**src/rtl/bcd_to_bin.sv**
```systemverilog
// Sequential BCD-to-binary converter using reverse double-dabble, one result bit per clock.
// Start/busy/done handshake; any non-decimal input digit is reported through err.
module bcd_to_bin #(
    parameter int unsigned DIGITS = 4,
    parameter int unsigned BIN_W  = 14
) (
    input  logic                  clk,
    input  logic                  reset,
    input  logic                  start,
    input  logic [4*DIGITS-1:0]   bcd_in,
    output logic [BIN_W-1:0]      bin_out,
    output logic                  busy,
    output logic                  done,
    output logic                  err
);

    localparam int unsigned BcdW = 4 * DIGITS;
    localparam int unsigned CntW = $clog2(BIN_W + 1);

    typedef enum logic [1:0] {StIdle, StShift, StDone} state_e;

    state_e              state_q;
    logic [BcdW-1:0]     bcd_q;
    logic [BIN_W-1:0]    bin_q;
    logic [CntW-1:0]     cnt_q;
    logic [BIN_W-1:0]    bin_out_q;
    logic                busy_q;
    logic                done_q;
    logic                err_q;

    logic [BcdW+BIN_W-1:0] shifted;
    logic [BcdW-1:0]       corr_bcd;
    logic [BIN_W-1:0]      shift_bin;
    logic                  in_err;

    // Shift the whole working register right, then pull every digit >= 8 back by 3 in parallel.
    always_comb begin
        shifted   = {bcd_q, bin_q} >> 1;
        corr_bcd  = shifted[BIN_W +: BcdW];
        shift_bin = shifted[BIN_W-1:0];
        for (int k = 0; k < DIGITS; k++) begin
            if (corr_bcd[4*k +: 4] >= 4'd8) begin
                corr_bcd[4*k +: 4] = corr_bcd[4*k +: 4] - 4'd3;
            end
        end
    end

    always_comb begin
        in_err = 1'b0;
        for (int k = 0; k < DIGITS; k++) begin
            if (bcd_in[4*k +: 4] > 4'd9) begin
                in_err = 1'b1;
            end
        end
    end

    always_ff @(posedge clk) begin
        if (reset) begin
            state_q   <= StIdle;
            bcd_q     <= '0;
            bin_q     <= '0;
            cnt_q     <= '0;
            bin_out_q <= '0;
            busy_q    <= 1'b0;
            done_q    <= 1'b0;
            err_q     <= 1'b0;
        end else begin
            done_q <= 1'b0;
            unique case (state_q)
                StIdle: begin
                    if (start) begin
                        if (in_err) begin
                            state_q   <= StDone;
                            done_q    <= 1'b1;
                            err_q     <= 1'b1;
                            bin_out_q <= '0;
                        end else begin
                            state_q <= StShift;
                            bcd_q   <= bcd_in;
                            bin_q   <= '0;
                            cnt_q   <= CntW'(BIN_W);
                            busy_q  <= 1'b1;
                        end
                    end
                end
                StShift: begin
                    bcd_q <= corr_bcd;
                    bin_q <= shift_bin;
                    cnt_q <= cnt_q - 1'b1;
                    // Outputs are registered, so the result is published on the last shift edge.
                    if (cnt_q == CntW'(1)) begin
                        state_q   <= StDone;
                        busy_q    <= 1'b0;
                        done_q    <= 1'b1;
                        err_q     <= 1'b0;
                        bin_out_q <= shift_bin;
                    end
                end
                StDone: begin
                    state_q <= StIdle;
                end
                default: begin
                    state_q <= StIdle;
                end
            endcase
        end
    end

    assign bin_out = bin_out_q;
    assign busy    = busy_q;
    assign done    = done_q;
    assign err     = err_q;

endmodule
```
**config.mk**
```make
export PLATFORM = sky130hd
export DESIGN_NAME = bcd_to_bin
export DESIGN_NICKNAME = d
export VERILOG_FILES = /design/src/rtl/bcd_to_bin.sv
export SDC_FILE = /design/constraint.sdc
export NUM_CORES = 1
export LEC_CHECK = 0
export CORE_MARGIN = 5
export CORE_UTILIZATION = 39
export CTS_CLUSTER_DIAMETER = 50
export DETAILED_ROUTE_END_ITERATION = 10
export GPL_ROUTABILITY_DRIVEN = 1
export GPL_TIMING_DRIVEN = 0
export PLACE_DENSITY_LB_ADDON = 0.08
export REMOVE_ABC_BUFFERS = 1
export SLEW_MARGIN = 20
export SYNTH_ARGS = -nofsm -noshare
export SYNTH_HDL_FRONTEND = slang
export SYNTH_SLANG_ARGS = --single-unit
```
**constraint.sdc**
```tcl
create_clock -name clk -period 1.8 [get_ports clk]
set_input_delay 0.54 -clock clk [delete_from_list [all_inputs] [get_ports clk]]
set_output_delay 0.54 -clock clk [all_outputs]
set_load 0.1 [all_outputs]
```
Word-level counts from Yosys, hierarchy flattened

Cells that the tools add are included.
W data, S select, Z words.

Register bits after elaboration: 53
Input port bits: 19
Output and inout bits: 17
Logic and storage cells: 69

Add/sub/neg operators: 5
$lt $le $gt $ge: 8
Equal/unequal tests: 6
Multiplexer cells: 36
Reduce and logical (&&, ||, !) cells: 6

Operators with widths:

| cell                  | number |
|---|---|
| $mux W14              | 5 |
| $pmux W14 S2          | 2 |
| $mux W16              | 2 |
| $pmux W16 S2          | 1 |
| $mux W4               | 6 |
| $gt A4 B4 Y1 const B  | 4 |
| $ge A4 B4 Y1 const B  | 3 |
| $mux W1               | 12 |
| $sub A4 B2 Y4 const B | 3 |
| $ne A2 B2 Y1 const B  | 4 |
| $pmux W4 S2           | 1 |
| $reduce_and A4 Y1     | 2 |
| $mux W2               | 3 |
| $pmux W1 S2           | 3 |
| $eq A4 B1 Y1 const B  | 1 |
| $ge A3 B4 Y1 const B  | 1 |
| $pmux W2 S2           | 1 |
| $sub A3 B2 Y4 const B | 1 |
| $sub A4 B1 Y4 const B | 1 |
| $reduce_and A3 Y1     | 1 |
| $eq A2 B1 Y1 const B  | 1 |
| $logic_not A2 Y1      | 1 |
| $reduce_and A2 Y1     | 1 |
| $reduce_bool A2 Y1    | 1 |

Longest topological paths before layout

Gate-level depths: netlist of the first run.

Depth in word-level cells: 8
Mapped depth: 7
Depth with buffers taken out: 6

Worst setup path before layout of the first run

No wires, ideal clock.

Path type: reg-to-reg
From: register cnt_q[1]
To: register bin_out_q[10] (netlist: bin_out[10])
Setup time: 0.118 ns
Data arrival time: 1.476 ns
Data required time: 1.682 ns
Slack: 0.206 ns
Stages on the path, launching flop included: 8
Path buffers: 1
Clock period less this slack: 1.594 ns
Path through: dfxtp_1 > inv_1 > ha_1 > or3b_4 > nor2_1 > a211oi_2 > buf_6 > a22o_1

Cells in the longest elaborated chain, start to end: 3

Ends and longest elaborated chain:

| element                            | RTL line | RTL |
|---|---|---|
| start, declared                    | 25       | `logic [CntW-1:0] cnt_q;` |
| start signal, assigned             | 81       | `cnt_q <= CntW'(BIN_W);` |
| start signal, assigned             | 89       | `cnt_q <= cnt_q - 1'b1;` |
| $eq A4 B1 Y1                       | 91       | `if (cnt_q == CntW'(1)) begin` |
| $ne A2 B2 Y1 (no source line)      | --       |  |
| $reduce_and A4 Y1 (no source line) | --       |  |
| end signal, assigned               | 96       | `bin_out_q <= shift_bin;` |
| end, declared                      | 26       | `logic [BIN_W-1:0] bin_out_q;` |

No other way between the ends.
A chain may end at the register's enable or synchronous reset.

Final worst setup path of the first run

From: register busy_q (netlist: busy)
To: output busy

RTL lines:

| element                | RTL line | RTL |
|---|---|---|
| start, declared        | 27       | `logic busy_q;` |
| start signal, assigned | 64       | `busy_q <= 1'b0;` |
| start signal, assigned | 82       | `busy_q <= 1'b1;` |
| start signal, assigned | 93       | `busy_q <= 1'b0;` |
| end, declared          | 12       | `output logic busy,` |

No word-level cell between the ends.

==> results.toml, run 1 <==
[outcome]
status = "completed"

[hold_path]
hold_end = "bin_out[0]"
hold_depth = 1
hold_class = "flop to flop"
min-delay-start = "bin_q[1]"

[power_and_ir_drop]
p_comb_share_pct = 16.7
p_switching_mw = 0.667
total_power_mw = 2.32
powerDensity_nw_per_um2 = 765
pwr-share-seq_pct = 52.8
internal_power_mw = 1.65
p_sw_share_pct = 28.7
p_leak_nw = 1.24
vdd_ir_drop_max_mv = 0.356
clkPwrFrac_pct = 30.5

[finish]
area_growth_syn_to_layout_pct = 31.1
final_area_um2 = 3030
fin_nets = 285
final_common_cell = "dfxtp_1"
final_cell_mix = "52 x dfxtp_1, 27 x a22o_1, 15 x mux2i_1"
diodes = 0
layout-drive-gt1-share_pct = 24.3
post-route-util_pct = 51.8
instances_no_fill = 334

[grt]
grt_pass1_vias = 1597
gr-usage-met2_pct = 20.0
use_met1_pct = 18.2
busiest_layer = "met2"
grt_max_degree = 38
grt_first_pass_wirelength_mm = 7.91
grt_use_total_pct = 13.1
grt-ovfl-total = 0
grt_antenna_before_repair = 0
grtUsageMet3_pct = 2.93

[clock_tree]
clock_latency_ns = 0.31
htreeDepth = 2
cts_root_buf = "clkbuf_8"
clkTransAtPathRegs_ns = 0.11
cts_buffers = 5
cts_tree = "yes"
clkSinkCount = 52
holdBufCountCts = 0
cts_buffer_depth = 2

[logic_synthesis]
synth_warnings = 0
synth_top_area_cell = "dfxtp_1"
yosysSeqAreaShare_pct = 45.0
yosysTopAreaCellShare_pct = 45.0
ys_types = 38
yosys-top-cells-area = "dfxtp_1 45%, a22o_1 10%, mux2i_1 6.5%"
syn_area_um2 = 2310
avgSynthCellArea_um2 = 10.5
ys_seq_elements = 52
netlist_instances = 220

[placed_design]
hpwl_mm = 3.12
io_buffers = 35
gp_congestion = 0.704
dp.cells = 315
post_dp_cell_area_um2 = 2670

[floorplanning]
fp.dieW_um = 87.0
ioPinCount = 36
die_area_um2 = 7570
core_area_um2 = 5850
rows = 28
initial_core_util_pct = 39.5
fp.dieH_um = 87.0

[sta]
rsz0062_at_grt = "false"
fin_crit_sh_pct = 97.5
maxSlewHeadroom_pct = 46.5
finalHoldViolations = 0
max_clock_freq_ghz = 0.570
setup_viol = 0
drv_slew = 0
min_period_ns = 1.76
worst_pin_slew_ns = 0.802
skew_ns = 0.0101

[worst_setup_path]
cp-start-kind = "flop"
cp_slowest_cell = "clkdlybuf4s15_2"
critPathKind = "flop to output port"
crit_chain = "clkdlybuf4s15_2"
r2r_start = "state_q[1]"
rrSetupSlack_ns = 0.08
reg2reg_to = "bin_out[1]"
r2r_cells = 5
worst_ep_required_time_ns = 1.26
critPathMaxStageDelay_ns = 0.56
arrival_ns = 1.22
path_depth = 1
crit_buf_inv = 1
worstPathMaxFanout = 2
crit_family = "buffers and inverters"
crit_path_end_kind = "output port"

[drt]
first_pass_iters = 4
drc_errors = 0
drtIter0Drc = 68
num_vias = 1717
via_per_inst = 5.14
wl_mm = 4.97
ant_nets = 0
avgRoutedWirePerCell_um = 14.9

[job]
maxCapViolCount = 0
-- worst reg2reg max path, delay by kind of cell, from the launching register on --
kind,cells,cell delay (ns)
DFF,1,0.56
AOI/OAI and AO/OA,2,0.46
buffers and inverters,1,0.22
and+or+nand+nor,2,0.43
-- synthesized netlist by cell type, drive strengths merged --
library cell / instances
a22oi: 1
or3b: 1
nor3: 2
o211ai: 1
inv: 9
mux2: 1
mux2i: 15
a31oi: 3
a22o: 27
nor4: 1
nor2b: 4
xor2: 1
nor2: 14
xnor2: 7
dfxtp: 52
a21oi: 7
a311oi: 3
a211oi: 5
nand4: 1
buf: 12
and4: 1
nand3: 1
a211o: 9
nand2: 10
or2: 1
nand2b: 11
clkbuf: 3
a221oi: 4
o21ai: 5
ha: 8
-- what timing repair did --
item | 4_1_cts | 5_1_grt
pin swaps | 6 | 6
gates resized for setup | 66 | 26
endpoints found under the setup margin | 61 | 55
setup buffers | 7 | 2
gates cloned | 0 | 2
-- sequential cells by signal (all words and copies together) (netlist names) --
signal	cells
busy	1
bcd_q	16
cnt_q	4
state_q	2
bin_q	13
err	1
bin_out	14
done	1
-- cells by family after synthesis --
| family | count (synthesis) | synth area share [%] |
|---|---|---|
| XOR/XNOR | 8 | 3.03 |
| AO/OA/AOI/OAI | 65 | 23.5 |
| adder cells (fa/ha/maj) | 8 | 4.33 |
| AND/OR/NAND/NOR | 47 | 11.6 |
| buffers and inverters | 24 | 5.62 |
| flip-flops | 52 | 45.0 |
| multiplexers | 16 | 6.98 |
-- through the flow --
stage / TNS [ns] / setup WS [ns] / hold slack, ns
floorplan: -13.63 / -0.710 / 0.443
global placement: -65.87 / -1.67 / 0.447
detailed placement: -34.90 / -0.940 / 0.457
CTS: -0.00636 / -0.00636 / 0.472
global route: 0 / 0.00213 / 0.504
finish: 0 / 0.0441 / 0.485
-- per-layer routing --
| layer | up-vias | routed length, um | share of wire [%] |
|---|---|---|---|
| met5 | - | 0 | 0 |
| met4 | 0 | 70 | 1.4 |
| met3 | 7 | 199 | 4.0 |
| met2 | 28 | 2230 | 45 |
| met1 | 807 | 2460 | 50 |
| li1 | 875 | - | - |
-- final cells by class --
| type | count | area [um^2] |
|---|---|---|
| clock inverters | 3 | 27.5 |
| inverters | 9 | 33.8 |
| fillers | 537 | 2820 |
| flip-flops and latches | 52 | 1040 |
| multi-input cells | 145 | 1260 |
| repair buffers | 45 | 508 |
| clock buffers | 5 | 68.8 |
| well taps | 75 | 93.8 |
-- how the worst max path moves through the flow --
| stage | slack [ns] | endpoint | from |
|---|---|---|---|
| detailed placement | -0.94 | bin_out[11] | bcd_in[2] |
| floorplan | -0.71 | cnt_q[1] | state_q[0] |
| global placement | -1.67 | cnt_q[1] | state_q[0] |
| finish | 0.04 | busy | busy |
| global route | 0.002 | busy | busy |
| CTS | -0.006 | bcd_q[3] | bcd_in[14] |
-- power by group through the flow --
stage	sequential, mW	clock (mW)	combinational [mW]
finish	1.23	0.707	0.388
global route	1.23	0.775	0.422
detailed placement	1.25	0	0.312
CTS	1.22	0.731	0.364
global placement	1.25	0	0.312
floorplan	1.28	0	0.169
(Power assumes the default switching activity.)
==> run 2: changes to the inputs <==
Settings changed: PLACE_DENSITY from default to 0.73, PLACE_DENSITY_LB_ADDON 0.08 to default.
==> results.toml, run 2 (synthesis results as in run 1) <==
[power_and_ir_drop]
clkPwrFrac_pct = 29.1
internal_power_mw = 1.64
p_leak_nw = 1.26
p_switching_mw = 0.622
powerDensity_nw_per_um2 = 751
p_sw_share_pct = 27.5
vdd_ir_drop_max_mv = 0.418
p_comb_share_pct = 16.7
pwr-share-seq_pct = 54.2

[worst_setup_path]
crit_family = "buffers and inverters"
crit_chain = "clkdlybuf4s18_2"
cp-start-kind = "flop"
cp_slowest_cell = "clkdlybuf4s18_2"
critPathMaxStageDelay_ns = 0.55
worstPathMaxFanout = 2
arrival_ns = 1.22
worst_ep_required_time_ns = 1.26
critPathKind = "flop to output port"
crit_path_end_kind = "output port"
crit_buf_inv = 1

[drt]
dr_wl_met3_um = 292
drc_errors = 0
ant_nets = 0
met2WireLength_mm = 2.44
first_pass_iters = 4
highest_layer = "met4"
wl_mm = 5.06
avgRoutedWirePerCell_um = 15.1
drtIter0Drc = 76
met1Wirelength_mm = 2.28
num_vias = 1780
via_per_inst = 5.31

[sta]
skew_ns = 0.00507
drv_slew = 0
worst_pin_slew_ns = 0.778
setup_viol = 0
maxSlewHeadroom_pct = 47.9
fin_crit_sh_pct = 97.8
max_clock_freq_ghz = 0.568
finalHoldViolations = 0
min_period_ns = 1.76
tns_ns = 0

[placed_design]
gp_congestion = 0.758
hpwl_mm = 3.04
post_dp_cell_area_um2 = 2670
io_buffers = 35

[floorplanning]
ioPinCount = 36
core_area_um2 = 5850
die_area_um2 = 7570
fp.dieH_um = 87.0
initial_core_util_pct = 39.5
fp.dieW_um = 87.0
rows = 28

[finish]
final_common_cell = "dfxtp_1"
regMostFlops = "bcd_q"
nFillCells = 534
regArea_um2 = 1040
area_growth_syn_to_layout_pct = 30.1
final_cell_mix = "52 x dfxtp_1, 27 x a22o_1, 15 x mux2i_1"
post-route-util_pct = 51.4
largest_reg_flops = 16
diodes = 0
fin_nets = 286
final_area_um2 = 3010
multi_input_area_um2 = 1230
layout-drive-gt1-share_pct = 22.7

[hold_path]
hold_class = "flop to flop"

[clock_tree]
cts_tree = "yes"
cts_root_buf = "clkbuf_8"
htreeDepth = 2
clkTransAtPathRegs_ns = 0.10
cts_buffer_depth = 2
clkSinkCount = 52
cts_buffers = 5
clock_latency_ns = 0.30

[grt]
grt_antenna_before_repair = 0
grt_use_total_pct = 12.1
grt_max_degree = 38
grt_first_pass_wirelength_mm = 7.56
grt_pass1_vias = 1633
grt-ovfl-total = 0

[outcome]
status = "completed"

[job]
maxCapViolCount = 0
==> run 2: cell types whose count changed in the layout (fill, tap and decap cells not counted), moves of 2 or more <==
cell,delta
buf_4,+2
dlymetal6s2s_1,+3
clkdlybuf4s15_2,+7
a221oi_2,-3
clkdlybuf4s50_1,-2
a221oi_1,+3
buf_12,-2
clkdlybuf4s18_2,-7
==> run 2: final cells by class <==
cell class	instances	area share, %
clock inverter	2	0.541
clock buffer	6	2.41
timing repair buffer	46	17.5
tap	75	3.12
sequential	52	34.6
multi-input combinational	145	40.7
inverter	9	1.12
==> run 2: timing repair <==
item / in CTS / in global routing
cloned: 0 / 3
buffers inserted: 5 / 4
setup endpoints to repair: 61 / 44
hold buffers: 0 / 0
resized for setup: 58 / 23
pin swaps: 6 / 8
==> run 2: path summary, 6_finish.rpt <==
kind / start / slack (ns) / cells past startpoint / to
min: bin_out[8] / 0.48 / 1 / bin_out[8]
max reg2reg: cnt_q[1] / 0.08 / 7 / bin_out[2]
max: busy / 0.04 / 1 / busy
min reg2reg: bin_out[8] / 0.48 / 1 / bin_out[8]
==> run 2: power by group through the flow <==
stage	sequential (mW)	combinational, mW	clock (mW)
6_report	1.23	0.378	0.658
5_1_grt	1.23	0.408	0.729
2_1_floorplan	1.28	0.169	0
3_3_place_gp	1.25	0.305	0
3_5_place_dp	1.25	0.308	0
4_1_cts	1.22	0.339	0.675
==> run 2: layer usage <==
layer	track usage, %	vias to the layer above
met4	3.26	0
met3	2.93	6
li1	-	880
met1	16.2	852
met2	19.3	42
met5	0	-
==> run 2: stage by stage <==
stage                     setup WS (ns)  hold slack [ns]  power [mW]  instances
final                            0.0397            0.485        2.26        335
after global routing            -0.0108            0.498        2.37        335
after CTS                     -0.000723            0.486        2.24        328
after detailed placement         -0.809            0.467        1.56        315
after global placement            -1.54            0.459        1.55        315
after floorplan                  -0.710            0.443        1.45        205
==> run 3: changes to the inputs <==
Settings changed: CORE_UTILIZATION 39 to 30, PLACE_DENSITY 0.73 to 0.62.
==> results.toml, run 3 (synthesis results as in run 1) <==
[finish]
layout-drive-gt1-share_pct = 22.9
largest_reg_flops = 16
final_area_um2 = 2980
nFillCells = 738
area_growth_syn_to_layout_pct = 28.7
post-route-util_pct = 39.1
fin_nets = 284
instances_no_fill = 360
final_common_cell = "dfxtp_1"
diodes = 0
regMostFlops = "bcd_q"
final_cell_mix = "52 x dfxtp_1, 27 x a22o_1, 15 x mux2i_1"

[worst_setup_path]
critPathKind = "flop to output port"
cp-start-kind = "flop"
worstPathMaxFanout = 2
critPathMaxStageDelay_ns = 0.56
crit_family = "buffers and inverters"
crit_path_end_kind = "output port"
cp_slowest_cell = "clkdlybuf4s15_2"
crit_buf_inv = 1
arrival_ns = 1.22
worst_ep_required_time_ns = 1.26
crit_chain = "clkdlybuf4s15_2"

[drt]
via_per_inst = 4.83
drc_errors = 0
wl_mm = 5.07
avgRoutedWirePerCell_um = 14.1
drtIter0Drc = 65
first_pass_iters = 5
num_vias = 1738
ant_nets = 0

[power_and_ir_drop]
clkPwrFrac_pct = 30.9
pwr-share-seq_pct = 53.3
internal_power_mw = 1.63
powerDensity_nw_per_um2 = 772
p_comb_share_pct = 15.8
p_sw_share_pct = 28.9
p_switching_mw = 0.665
vdd_ir_drop_max_mv = 0.316
p_leak_nw = 1.25

[floorplanning]
ioPinCount = 36
initial_core_util_pct = 30.4
rows = 32
die_area_um2 = 9570
fp.dieW_um = 97.8
core_area_um2 = 7610
fp.dieH_um = 97.8

[outcome]
status = "completed"

[grt]
grt_first_pass_wirelength_mm = 7.98
grt-ovfl-total = 0
grt_antenna_before_repair = 0
grt_max_degree = 38
grt_pass1_vias = 1608
grt_use_total_pct = 10.1

[clock_tree]
cts_buffers = 5
cts_buffer_depth = 2
cts_root_buf = "clkbuf_8"
htreeDepth = 2
clkTransAtPathRegs_ns = 0.10
clkSinkCount = 52
holdBufCountCts = 0
cts_tree = "yes"
clock_latency_ns = 0.31

[placed_design]
gp_congestion = 0.762
post_dp_cell_area_um2 = 2700
io_buffers = 35
dp.cells = 342
hpwl_mm = 3.19

[sta]
maxSlewHeadroom_pct = 46.6
min_period_ns = 1.76
finalHoldViolations = 0
worst_pin_slew_ns = 0.801
max_clock_freq_ghz = 0.569
fin_crit_sh_pct = 97.6
skew_ns = 0.00590
setup_viol = 0
rsz0062_at_grt = "false"
drv_slew = 0

[hold_path]
hold_class = "flop to flop"

[job]
maxCapViolCount = 0
==> run 3: power by group through the flow <==
stage / Sequential (mW) / Combinational (mW) / Clock (mW)
5_1_grt: 1.23 / 0.389 / 0.777
3_5_place_dp: 1.25 / 0.312 / 0
2_1_floorplan: 1.28 / 0.169 / 0
6_report: 1.22 / 0.362 / 0.711
4_1_cts: 1.22 / 0.340 / 0.723
3_3_place_gp: 1.25 / 0.308 / 0
==> run 3: routing by layer <==
metal  up-vias  track usage [%]  wire, um
met5         -                0         0
met4         0             2.88        69
met3         7             3.07       211
met2        45             15.2      2260
met1       811             14.1      2530
li1        875                -         -
==> run 3: timing repair <==
item,4_1_cts,5_1_grt
endpoints found under the setup margin,61,42
pin swaps,4,7
setup buffers,5,3
gates cloned,0,2
endpoints found under the hold margin,0,0
gates resized for setup,59,32
==> run 3: layout make-up <==
class,instances,area (um^2),share of cell area [%]
Multi-Input combinational cell,145,1220,41.1
Sequential cell,52,1040,35.0
Timing Repair Buffer,44,458,15.4
Tap cell,102,128,4.29
Clock buffer,5,68.8,2.31
Inverter,9,33.8,1.13
Clock inverter,3,25.0,0.840
==> run 3: final timing paths <==
| kind | cells after the start | slack, ns | end | from |
|---|---|---|---|---|
| max | 1 | 0.04 | bin_out[13] | bin_out[13] |
| min reg2reg | 1 | 0.49 | bin_out[7] | bin_out[7] |
| max reg2reg | 7 | 0.12 | bin_out[13] | cnt_q[1] |
| min | 1 | 0.49 | bin_out[7] | bin_out[7] |
==> run 3: through the flow <==
step                      total power, mW  setup TNS (ns)  setup WS, ns  hold WS (ns)
after floorplan                      1.45          -13.63        -0.710         0.443
after global placement               1.56          -63.20         -1.59         0.458
after detailed placement             1.56          -31.41        -0.847         0.467
after CTS                            2.28        -0.00218      -0.00218         0.490
after global routing                 2.40               0       0.00638         0.507
final                                2.30               0        0.0430         0.486
